$ cat src/rtl/comparator_stream_reducer_pkg.sv
// Shared types and the ordering helper for the comparator stream reducer.
package comparator_stream_reducer_pkg;

  // Frame FSM: absorb tree outputs, then present one result.
  typedef enum logic {
    ACCUM  = 1'b0,
    OUTPUT = 1'b1
  } state_t;

  // Widest element the combine helper handles; callers zero-extend into it.
  localparam int unsigned CMP_W = 64;

  // Returns cand when it strictly beats acc, otherwise acc (ties keep acc).
  // Signed ordering is obtained by flipping the sign bit of the element
  // width, which maps two's complement order onto unsigned order.
  function automatic logic [CMP_W-1:0] combine(
    input logic [CMP_W-1:0] acc,
    input logic [CMP_W-1:0] cand,
    input int unsigned      width,
    input bit               is_signed,
    input bit               is_max
  );
    logic [CMP_W-1:0] bias;
    logic [CMP_W-1:0] acc_key;
    logic [CMP_W-1:0] cand_key;
    logic             take;
    bias     = is_signed ? (CMP_W'(1) << (width - 1)) : '0;
    acc_key  = acc ^ bias;
    cand_key = cand ^ bias;
    take     = is_max ? (cand_key > acc_key) : (cand_key < acc_key);
    return take ? cand : acc;
  endfunction

endpackage

$ cat src/rtl/comparator_stream_reducer_tree.sv
// Pipelined comparator tree: halves the element count at every registered
// level, so a SIZE-wide beat becomes one extreme value after log2(SIZE) edges.
// Each level is a single register slot with valid/ready flow control.
//
// Handshake: a transfer happens on a rising edge where valid and ready are
// both 1; valid never waits on ready, and data/valid hold while valid=1 and
// ready=0.
module comparator_tree
  import comparator_stream_reducer_pkg::*;
#(
  parameter int unsigned SIZE       = 8,
  parameter int unsigned DATA_WIDTH = 8,
  parameter int unsigned MAX1_MIN0  = 1,
  parameter int unsigned SIGNED     = 0
) (
  input  logic                             clk,
  input  logic                             rst,
  input  logic [SIZE-1:0][DATA_WIDTH-1:0]  in_data,
  input  logic                             in_valid,
  output logic                             in_ready,
  output logic [DATA_WIDTH-1:0]            out_data,
  output logic                             out_valid,
  input  logic                             out_ready
);

  localparam int LEVELS = $clog2(SIZE);

  genvar lv;
  for (lv = 0; lv < LEVELS; lv++) begin : g_lvl
    localparam int N_OUT = int'(SIZE) >> (lv + 1);

    logic [2*N_OUT-1:0][DATA_WIDTH-1:0] d;
    logic                               d_valid;
    logic [N_OUT-1:0][DATA_WIDTH-1:0]   q;
    logic                               q_valid;
    logic                               down_ready;
    logic                               up_ready;

    if (lv == 0) begin : g_head
      assign d       = in_data;
      assign d_valid = in_valid;
    end else begin : g_link
      assign d       = g_lvl[lv-1].q;
      assign d_valid = g_lvl[lv-1].q_valid;
    end

    if (lv == LEVELS - 1) begin : g_tail
      assign down_ready = out_ready;
    end else begin : g_mid
      assign down_ready = g_lvl[lv+1].up_ready;
    end

    // The slot can take new data when empty or when it drains this edge.
    assign up_ready = !q_valid || down_ready;

    // Pairwise reduce the incoming elements into this level's register.
    always_ff @(posedge clk or posedge rst) begin
      if (rst) begin
        q_valid <= 1'b0;
        q       <= '0;
      end else if (up_ready) begin
        q_valid <= d_valid;
        for (int e = 0; e < N_OUT; e++) begin
          q[e] <= DATA_WIDTH'(combine(CMP_W'(d[2*e]), CMP_W'(d[2*e+1]),
                                      DATA_WIDTH, SIGNED != 0, MAX1_MIN0 != 0));
        end
      end
    end
  end

  assign in_ready  = g_lvl[0].up_ready;
  assign out_data  = g_lvl[LEVELS-1].q[0];
  assign out_valid = g_lvl[LEVELS-1].q_valid;

endmodule

$ cat src/rtl/comparator_stream_reducer.sv
// Comparator stream reducer: folds every BLOCKS accepted beats into one max
// or min result. A comparator tree reduces each beat; a local accumulator and
// a two-state FSM fold the tree outputs of a frame and present the result.
//
// Handshake (both in_* and out_*): a transfer happens on a rising edge where
// valid and ready are both 1; a source holds valid and data stable until that
// edge.
module comparator_stream_reducer
  import comparator_stream_reducer_pkg::*;
#(
  parameter int unsigned SIZE       = 8,
  parameter int unsigned DATA_WIDTH = 8,
  parameter int unsigned MAX1_MIN0  = 1,
  parameter int unsigned SIGNED     = 0,
  parameter int unsigned BLOCKS     = 4
) (
  input  logic                              clk,
  input  logic                              rst,
  input  logic [SIZE-1:0][DATA_WIDTH-1:0]   in_data,
  input  logic                              in_valid,
  output logic                              in_ready,
  output logic [DATA_WIDTH-1:0]             out_data,
  output logic                              out_valid,
  input  logic                              out_ready,
  output logic [$clog2(BLOCKS+1)-1:0]       out_count
);

  localparam int unsigned CW = $clog2(BLOCKS + 1);

  logic [DATA_WIDTH-1:0] tree_data;
  logic                  tree_valid;
  logic                  tree_ready;
  logic                  tree_fire;

  state_t                state;
  state_t                state_next;
  logic [CW-1:0]         count;
  logic [DATA_WIDTH-1:0] acc;
  logic [DATA_WIDTH-1:0] merged;
  logic [DATA_WIDTH-1:0] result;
  logic                  frame_last;

  comparator_tree #(
    .SIZE       (SIZE),
    .DATA_WIDTH (DATA_WIDTH),
    .MAX1_MIN0  (MAX1_MIN0),
    .SIGNED     (SIGNED)
  ) u_tree (
    .clk       (clk),
    .rst       (rst),
    .in_data   (in_data),
    .in_valid  (in_valid),
    .in_ready  (in_ready),
    .out_data  (tree_data),
    .out_valid (tree_valid),
    .out_ready (tree_ready)
  );

  assign tree_fire  = tree_valid && tree_ready;
  assign frame_last = (count == CW'(BLOCKS - 1));

  // The first tree output of a frame seeds the fold; later ones combine with
  // it. With BLOCKS=1 the seed is also the result, so no stale acc leaks in.
  assign merged = (count == '0) ? tree_data
                : DATA_WIDTH'(combine(CMP_W'(acc), CMP_W'(tree_data),
                                      DATA_WIDTH, SIGNED != 0, MAX1_MIN0 != 0));

  // FSM state register.
  always_ff @(posedge clk or posedge rst) begin
    if (rst) begin
      state <= ACCUM;
    end else begin
      state <= state_next;
    end
  end

  // Next state and handshake outputs: tree drains only while accumulating,
  // and the result is offered only in OUTPUT.
  always_comb begin
    state_next = state;
    tree_ready = 1'b0;
    out_valid  = 1'b0;
    case (state)
      ACCUM: begin
        tree_ready = 1'b1;
        if (tree_valid && frame_last) begin
          state_next = OUTPUT;
        end
      end
      OUTPUT: begin
        out_valid = 1'b1;
        if (out_ready) begin
          state_next = ACCUM;
        end
      end
      default: state_next = ACCUM;
    endcase
  end

  // Accumulator, beat counter and result register advance on tree handshakes.
  always_ff @(posedge clk or posedge rst) begin
    if (rst) begin
      count  <= '0;
      acc    <= '0;
      result <= '0;
    end else if (tree_fire) begin
      acc <= merged;
      if (frame_last) begin
        count  <= '0;
        result <= merged;
      end else begin
        count <= count + CW'(1);
      end
    end
  end

  assign out_data  = result;
  assign out_count = count;

endmodule
$ cat config.mk
export PLATFORM = sky130hd
export DESIGN_NAME = comparator_stream_reducer
export DESIGN_NICKNAME = d
export VERILOG_FILES = /design/src/rtl/comparator_stream_reducer_pkg.sv /design/src/rtl/comparator_stream_reducer_tree.sv /design/src/rtl/comparator_stream_reducer.sv
export SDC_FILE = /design/constraint.sdc
export NUM_CORES = 1
export LEC_CHECK = 0
export ABC_AREA = 1
export CORE_ASPECT_RATIO = 0.75
export CORE_MARGIN = 1.5
export CORE_UTILIZATION = 45
export CTS_CLUSTER_SIZE = 14
export DETAILED_ROUTE_END_ITERATION = 12
export GPL_TIMING_DRIVEN = 0
export PLACE_DENSITY = 0.68
export SYNTH_ARGS = -nofsm -noshare
export SYNTH_HDL_FRONTEND = slang
export SYNTH_HIERARCHICAL = 1
export SYNTH_SLANG_ARGS = --single-unit
$ cat constraint.sdc
create_clock -name clk -period 5.1 [get_ports clk]
set_clock_uncertainty 0.15 [all_clocks]
set_input_delay 1.02 -clock clk [delete_from_list [all_inputs] [get_ports clk]]
set_output_delay 1.02 -clock clk [all_outputs]
set_load 0.005 [all_outputs]
* Word level (Yosys, flattened, before mapping) *
Index checks and enable logic that the tools add are counted.
W data, S select, Z words.

cells by class
  add/sub/neg operators = 1
  $lt $le $gt $ge = 8
  equal/unequal tests = 1
  multiplexer cells = 15
  bitwise gates (word level) = 1
  reductions and logical operators = 10

operators by type and width
  cell                   count
  $mux W8                9
  $gt A8 B8 Y1           8
  $mux W1                4
  $add A3 B1 Y3 const B  1
  $eq A3 B2 Y1 const B   1
  $logic_not A1 Y1       3
  $logic_not A3 Y1       1
  $logic_or A1 B1 Y1     3
  $mux W3                1
  $logic_and A1 B1 Y1    2
  $pmux W1 S2            1
  $reduce_and A2 Y1      1
  $not A1 Y1             1

storage, ports and cells
  flip-flop bits (word level) = 79
  bits of input ports = 68
  output and inout bits = 13
  word-level logic and storage cells = 50

* Depth between registers and ports, before layout *
Gate-level depths: netlist of run 1.

  depth after elaboration = 4
  mapped depth = 14
  depth with buffers taken out = 14

* Modules after synthesis *
The synthesis of run 1 kept the hierarchy.

by module, submodules not included
  module                     times used  cells each  area an instance (um^2)  sequential area each (um^2)
  comparator_tree            1           668         4528.1                   1476.4
  comparator_stream_reducer  1           154         1169.9                   500.5

* Least setup slack after synthesis of run 1 *
No wires, ideal clock.

  path kind = input port to flip-flop
  from = input port in_data[7] (netlist name)
  to = register u_tree/g_lvl[0].q[0] (netlist name)
  setup time = 0.117 ns
  arrival = 2.176 ns
  required time = 4.833 ns
  path slack = 2.657 ns
  cell stages on the path = 9
  buffers on the path = 0
  cell sequence = inv_1 -> ha_1 -> nand2_1 -> nor2_1 -> nand4_1 -> nand2_1 -> nand2_1 -> nand3_1 -> nand2_1

on the way
  word-level cells in the longest chain between the ends = 2

ends and longest elaborated chain
  what                            line                                  text
  start: declaration              comparator_stream_reducer.sv:19       input logic [SIZE-1:0][DATA_WIDTH-1:0] in_data,
  $gt A8 B8 Y1                    comparator_stream_reducer_pkg.sv:30   take = is_max ? (cand_key > acc_key) : (cand_key < acc_key);
  $mux W8                         comparator_stream_reducer_pkg.sv:31   return take ? cand : acc;
  end signal: indexed assignment  comparator_stream_reducer_tree.sv:64  q[e] <= DATA_WIDTH'(combine(CMP_W'(d[2*e]), CMP_W'(d[2*e+1]),
  end: declaration                comparator_stream_reducer_tree.sv:34  logic [N_OUT-1:0][DATA_WIDTH-1:0] q;

Every way passes these cells.
A chain may end at the register's enable or synchronous reset.

* Worst setup path after layout of run 1 *
  from = register state
  to = output port in_ready

on the way
  word-level cells in the longest chain between the ends = 4

ends and longest elaborated chain
  what                             line                                  text
  start: declaration               comparator_stream_reducer.sv:35       state_t state;
  start signal: assignment         comparator_stream_reducer.sv:73       state <= state_next;
  $mux W1                          comparator_stream_reducer.sv:83       case (state)
  net tree_ready                   comparator_stream_reducer.sv:32       logic tree_ready;
  $logic_or A1 B1 Y1 (3 in a row)  comparator_stream_reducer_tree.sv:54  assign up_ready = !q_valid || down_ready;
  end: declaration                 comparator_stream_reducer.sv:21       output logic in_ready,

The timed path passes the listed nets, and every way through them passes these cells.

==> reports/qor.csv, run 1 <==
stage;metric;value;unit
die;IO Pins;81;
global_route;met3 usage;0.0287;
route;DR vias/cell;4.68;
synth;most frequent cell after synthesis;nand2_1;
critical_path;CP delay by family, top;buffers and inverters;
critical_path;CP max FO;10;
cts;H-tree depth;3;
die;die width;133;um
global_route;first-pass GRT wire length;21700;um
critical_path;CP required;3930;ps
critical_path;CP Class;reg2out;
route;Starting DRT DRC Count;287;
placed_design;IO Port Bufs;80;
critical_path;CP max stage cell;clkdlybuf4s50_1;
die;die height;100;um
sta;final setup fails;0;
critical_path;R2R depth;8;
critical_path;critical path depth in cells;9;
run_status;status;finished clean;
global_route;largest net degree at the start of global routing;38;
finish;fin nets;1048;
die;total core area;12300;um2
sta;RSZ-0062 raised after global routing;no;
cts;hold buffers post-CTS;0;
min_path;Hold Path Depth;2;
critical_path;CP endpoint kind;output pin;
finish;area of the multi-input gates;3010;um2
cts;TritonCTS Buffers;9;
finish;share of cells above drive strength 1;0.0446;
synth;Unique masters post-synth;23;
cts;worst skew pair latency;330;ps
route;first-pass detailed-route iteration total;4;
global_route;GRT Residual Overflow;0;
synth;syn_area_per_cell;6.93;um2
cts;CTS Buffer Depth;2;
run;Max-cap violations;0;
synth;Area contributors post-synth;dfrtp_1 (35%), nand2_1 (19%), ha_1 (14%), nand3_1 (12%), inv_1 (11%);
power_and_ir_drop;Lkg Pwr;4.08;nW
min_path;worst min path class;reg2reg;
route;Final ANT Viol Nets;0;
route;WL/cell;11.1;um
sta;final period utilization;0.675;
power_and_ir_drop;power per cell area;459;nW/um2
synth;FF+latch count, synth;79;
global_route;vias in the first global route;4892;
sta;relative slew slack;0.468;
sta;Final Hold Vio Count;0;
power_and_ir_drop;VDD IR max;190;uV
cts;clock sink count;79;
finish;Fillers;1193;
sta;Tmin final;3440;ps
sta;TNS Setup;0;ps
sta;Final Max Tran Viols;0;
route;final WL;12100;um
synth;asr flop ratio synth;1.00;
synth;share of Yosys cell area claimed by the top area cell type;0.347;
die;die area;13400;um2
sta;maximum operating frequency;290;MHz
synth;top cell type by total area after synthesis;dfrtp_1;
route;drt drc;0;
cts;Setup Buffers After CTS;0;
synth;YS warnings;6;
global_route;met2 usage;0.306;
synth;top cells by count, synth;nand2_1 (292), inv_1 (165), nand3_1 (137);
critical_path;worst path bufs/invs;6;
cts;clk slew on worst S/H paths;60;ps
cts;clock tree root driver cell;clkbuf_16;
placed_design;DP Wirelength;9670;um
synth;most frequently used flop master after synthesis;dfrtp_1;
placed_design;Post-Place Cells;1069;
critical_path;CP peak stage delay;460;ps
critical_path;crit-path cells;inv_2, nor2_4, inv_4, nor2_8, inv_4, nor2_8, inv_2, buf_6, clkdlybuf4s50_1;
critical_path;Startpoint Class;flip-flop;
cts;CTS tree;done;
synth;sequential cell area fraction in the yosys report;0.347;
synth;Syn Nets;956;
cts;cts repair resizes;0;
synth;Post-Syn Area;5700;um2
critical_path;Arr. time, crit path;2270;ps
finish;antenna cells;0;
sta;Slew @ Worst Pin;796;ps
synth;Post-synth EDFFs;0;
global_route;Total GRT Usage;0.196;
global_route;most used routing layer;met2;
synth;synthesized netlist cell count;822;
finish;non-filler cells in the finished layout;1085;
die;Starting Density;0.463;
global_route;M1 GR Usage;0.292;
finish;Synth-to-Final Area Change;23.1;%
route;detailed-route via count;5082;
placed_design;GP Congestion;0.836;
die;FP Rows;35;
finish;Register Area;1980;um2
global_route;antenna violations before repair;0;
==> path summary, 6_finish.rpt <==
check / from / slack [ps] / end
max: state / 1660 / in_ready
min: u_tree/g_lvl[1].q[4] / 330 / u_tree/g_lvl[1].q[4]
max reg2reg: u_tree/g_lvl[1].q[15] / 2910 / u_tree/out_data[2]
min reg2reg: u_tree/g_lvl[1].q[4] / 330 / u_tree/g_lvl[1].q[4]
max in group asynchronous: rst / 3250 / acc[1]
min in group asynchronous: rst / 920 / u_tree/g_lvl[0].q[30]
==> power breakdown <==
part	switching (mW)	internal, mW
Sequential	0.158	0.866
Combinational	0.963	0.621
Clock	0.267	0.350
Total	1.39	1.84
==> metrics by stage <==
step                setup slack [ps]  utilization  hold slack [ps]  instance area [um2]  power (mW)
floorplan                       2470            -              299                 5700        2.14
global placement                1380        0.545              314                 6710        2.57
detailed placement              1850        0.547              314                 6730        2.61
CTS                             1650        0.570              331                 7020        3.25
global route                    1530        0.570              342                 7020        3.58
finish                          1660        0.570              328                 7020        3.22
==> routing by layer <==
metal / part of all wire / wire length [um]
met2: 0.41 / 4960
met5: 0 / 0
met3: 0.038 / 463
met1: 0.54 / 6550
met4: 0.0070 / 85
==> flip-flops by register name (all words and copies together) (netlist names) <==
register              flops
out_count                 3
u_tree/g_lvl.q_valid      2
u_tree/g_lvl.q           48
out_data                  8
state                     1
acc                       8
u_tree/out_valid          1
u_tree/out_data           8
==> cells in the final DEF (no fill, tap or decap), drive strengths merged <==
cell type,Yosys,layout
nand2,295,295
inv,170,173
nand3,137,137
clkdlybuf4s50,0,80
dfrtp,79,79
ha,66,66
nor2,28,28
a21oi,16,16
buf,10,11
clkbuf,0,10
a21o,8,8
nand4,8,8
o21ai,4,4
clkinvlp,0,3
or2,1,1
==> worst min-delay path, stage by stage, from the launching register on <==
cell and delay (ps):
dfrtp_1 340, nand2_1 50, nand2_1 50
==> cells by family (layout without fill, tap and decap cells) <==
| kind of cell | after synthesis | count (layout) | share of synthesized area |
|---|---|---|---|
| compound gates | 28 | 28 | 0.0281 |
| fa+ha+maj | 66 | 66 | 0.145 |
| buf+inv | 180 | 277 | 0.125 |
| flops | 79 | 79 | 0.347 |
| simple gates | 469 | 469 | 0.355 |
==> cell type report <==
cell class                      instances  share of cell area
Multi-Input combinational cell        563               0.429
Sequential cell                        79               0.282
Timing Repair Buffer                   81               0.117
Inverter                              170              0.0917
Clock buffer                           10              0.0341
Tap cell                              166              0.0296
Buffer                                 10             0.00981
Clock inverter                          6             0.00731
(Power assumes the default switching activity.)
==> inputs of run 2 (changes only) <==
==> constraint.sdc (replaced) <==
create_clock -name clk -period 3.3 [get_ports clk]
set_clock_uncertainty 0.15 [all_clocks]
set_input_delay 0.66 -clock clk [delete_from_list [all_inputs] [get_ports clk]]
set_output_delay 0.66 -clock clk [all_outputs]
set_load 0.005 [all_outputs]
==> results of run 2 <==
The final DEF is identical to that of run 1. Status: finished clean.
Among the figures that moved: setup slack after placement 1850 ps -> 407 ps; setup slack after layout 1660 ps -> 217 ps; register-to-register setup slack 2910 ps -> 1110 ps; total power 3.22 mW -> 4.98 mW; worst IR drop on VDD 190 uV -> 294 uV
==> inputs of run 3 (changes only) <==
--- a/config.mk
+++ b/config.mk
@@ -6,7 +6,7 @@
 export NUM_CORES = 1
 export LEC_CHECK = 0
 export ABC_AREA = 1
-export CORE_ASPECT_RATIO = 0.75
+export CORE_ASPECT_RATIO = 0.6
 export CORE_MARGIN = 1.5
 export CORE_UTILIZATION = 45
 export CTS_CLUSTER_SIZE = 14
==> run 3 against run 2 <==
Compared with the run above:
- sequential cell count unchanged
- routed wire length grew 2.4%
- first-iteration DRC count is 3.5% higher
- core utilization is 0.76 points higher
- non-clock buffer count stayed put
- clock power rose by 14%
- critical path type unchanged
- global-route usage is 1.1 points higher
- sequential share of layout area down 0.17 points
- combinational power about the same
- critical endpoint unchanged
- via count shrank 0.33%
- cell count about the same
- sequential power hardly changed
==> reports/qor.csv, run 3 (synthesis gave the netlist of run 1 again) <==
stage;metric;value;unit
route;drt drc;0;
run;Max-cap violations;0;
route;final WL;12400;um
global_route;largest net degree at the start of global routing;35;
critical_path;CP endpoint kind;output pin;
cts;clock sink count;79;
critical_path;Arr. time, crit path;2240;ps
finish;share of cells above drive strength 1;0.0435;
sta;maximum operating frequency;327;MHz
die;FP Rows;31;
sta;Final Hold Vio Count;0;
min_path;worst min path class;reg2reg;
critical_path;CP peak stage delay;460;ps
global_route;Total GRT Usage;0.207;
global_route;first-pass GRT wire length;22700;um
die;Starting Density;0.466;
sta;RSZ-0062 raised after global routing;no;
sta;final setup fails;0;
route;detailed-route via count;5065;
finish;post-layout util;0.578;
cts;CTS tree;done;
run_status;status;finished clean;
cts;H-tree depth;3;
route;first-pass detailed-route iteration total;4;
sta;Final Max Tran Viols;0;
cts;Setup Buffers After CTS;0;
min_path;min-delay src;u_tree/g_lvl[0].q[19];
finish;fin nets;1048;
cts;CTS Buffer Depth;2;
power_and_ir_drop;VDD IR max;332;uV
sta;WHS;328;ps
critical_path;CP max stage cell;clkdlybuf4s50_1;
critical_path;CP delay by family, top;buffers and inverters;
cts;clk slew on worst S/H paths;60;ps
sta;Slew @ Worst Pin;769;ps
placed_design;IO Port Bufs;80;
power_and_ir_drop;Sw Pwr;2.12;mW
die;die width;148;um
placed_design;DP Wirelength;10000;um
sta;Final WS setup;246;ps
critical_path;reg-to-reg setup timing slack;1080;ps
route;Starting DRT DRC Count;297;
finish;Biggest register;u_tree/g_lvl.q;
cts;hold buffers post-CTS;0;
finish;most frequent cells in the layout;nand2_1 (292), inv_1 (164), nand3_1 (137);
critical_path;crit-path cells;inv_2, nor2_4, inv_4, nor2_8, inv_4, nor2_8, inv_2, buf_6, clkdlybuf4s50_1;
cts;TritonCTS Buffers;9;
cts;worst skew pair latency;330;ps
min_path;Hold Path Depth;2;
critical_path;worst path bufs/invs;6;
power_and_ir_drop;combinational power share;0.477;
global_route;GRT Residual Overflow;0;
sta;TNS Setup;0;ps
sta;final period utilization;0.925;
cts;clock tree root driver cell;clkbuf_16;
finish;max reg flops;48;
finish;most common cell after layout, fill and taps aside;nand2_1;
finish;antenna cells;0;
finish;Synth-to-Final Area Change;23.9;%
power_and_ir_drop;internal power;3.01;mW
placed_design;Post-Place Cells;1068;
route;DR vias/cell;4.67;
placed_design;GP Congestion;0.844;
critical_path;Startpoint Class;flip-flop;
route;Final ANT Viol Nets;0;
power_and_ir_drop;part of the power in registers;0.310;
sta;relative slew slack;0.487;
power_and_ir_drop;power per cell area;726;nW/um2
power_and_ir_drop;sw frac;0.413;
min_path;Hold Crit Endpoint;u_tree/g_lvl[0].q[19];
critical_path;CP max FO;10;
die;total core area;12200;um2
power_and_ir_drop;Lkg Pwr;4.11;nW
placed_design;pre-CTS WS;361;ps
critical_path;CP required;2490;ps
global_route;vias in the first global route;4893;
cts;cts repair resizes;0;
route;WL/cell;11.4;um
power_and_ir_drop;Clk pwr share;0.213;
sta;Tmin final;3050;ps
die;die height;90.2;um
critical_path;R2R depth;8;
critical_path;RR Endpoint;u_tree/g_lvl[1].q[7];
finish;non-filler cells in the finished layout;1084;
critical_path;CP Class;reg2out;
die;IO Pins;81;
die;die area;13400;um2
critical_path;launch point of the worst reg-to-reg path;u_tree/g_lvl[0].q[15];
global_route;antenna violations before repair;0;
[run 3: changes by cell type in the layout (fill, tap and decap cells not counted), sizes merged]
cell,before,now
bufinv,0,2
clkbuf,10,12
clkinv,0,2
clkinvlp,3,0
inv,173,170
[run 3: how the worst max path moves through the flow]
stage	startpoint	end	slack, ps	depth (start not counted)
after floorplan	rst	u_tree/g_lvl[0].q[0]	1030	1
after global placement	rst	u_tree/g_lvl[0].q[0]	-60	2
after detailed placement	in_data[7]	u_tree/g_lvl[0].q[5]	360	10
after CTS	state	in_ready	220	9
after global routing	state	in_ready	60	9
final	state	in_ready	250	9
[run 3: worst reg2reg max path: stages (launching register included)]
cell and delay, ps:
dfrtp_1 410, ha_1 300, nand2_1 70, nor2_1 200
nand4_1 340, nand2_1 360, nand2_1 80, nand3_1 120
nand2_1 60
[run 3: layout make-up]
class	count	area [um2]
Timing Repair Buffer	81	821
Clock buffer	12	256
Sequential cell	79	1980
Clock inverter	4	77.6
Inverter	170	643
Buffer	10	68.8
Multi-Input combinational cell	563	3010
Tap cell	165	206
Fill cell	1145	5160
[run 3: through the flow]
| stage | power (mW) | cell area, um2 |
|---|---|---|
| finish | 5.13 | 7060 |
| global route | 5.73 | 7060 |
| CTS | 5.15 | 7060 |
| detailed placement | 4.03 | 6730 |
| global placement | 3.98 | 6710 |
| floorplan | 3.31 | 5700 |
[run 3: power groups by stage]
stage / registers [mW] / logic, mW / clock network [mW]
CTS: 1.58 / 2.45 / 1.12
global placement: 1.60 / 2.38 / 0
finish: 1.59 / 2.45 / 1.09
global route: 1.64 / 2.93 / 1.16
floorplan: 1.54 / 1.77 / 0
detailed placement: 1.60 / 2.43 / 0
[run 3: per-layer routing]
metal | wire length (um) | GRT usage | vias up
li1 | - | - | 2744
met1 | 7280 | 0.337 | 2212
met2 | 4440 | 0.276 | 99
met3 | 540 | 0.0426 | 10
met4 | 104 | 0.0413 | 0
met5 | 0 | 0 | -
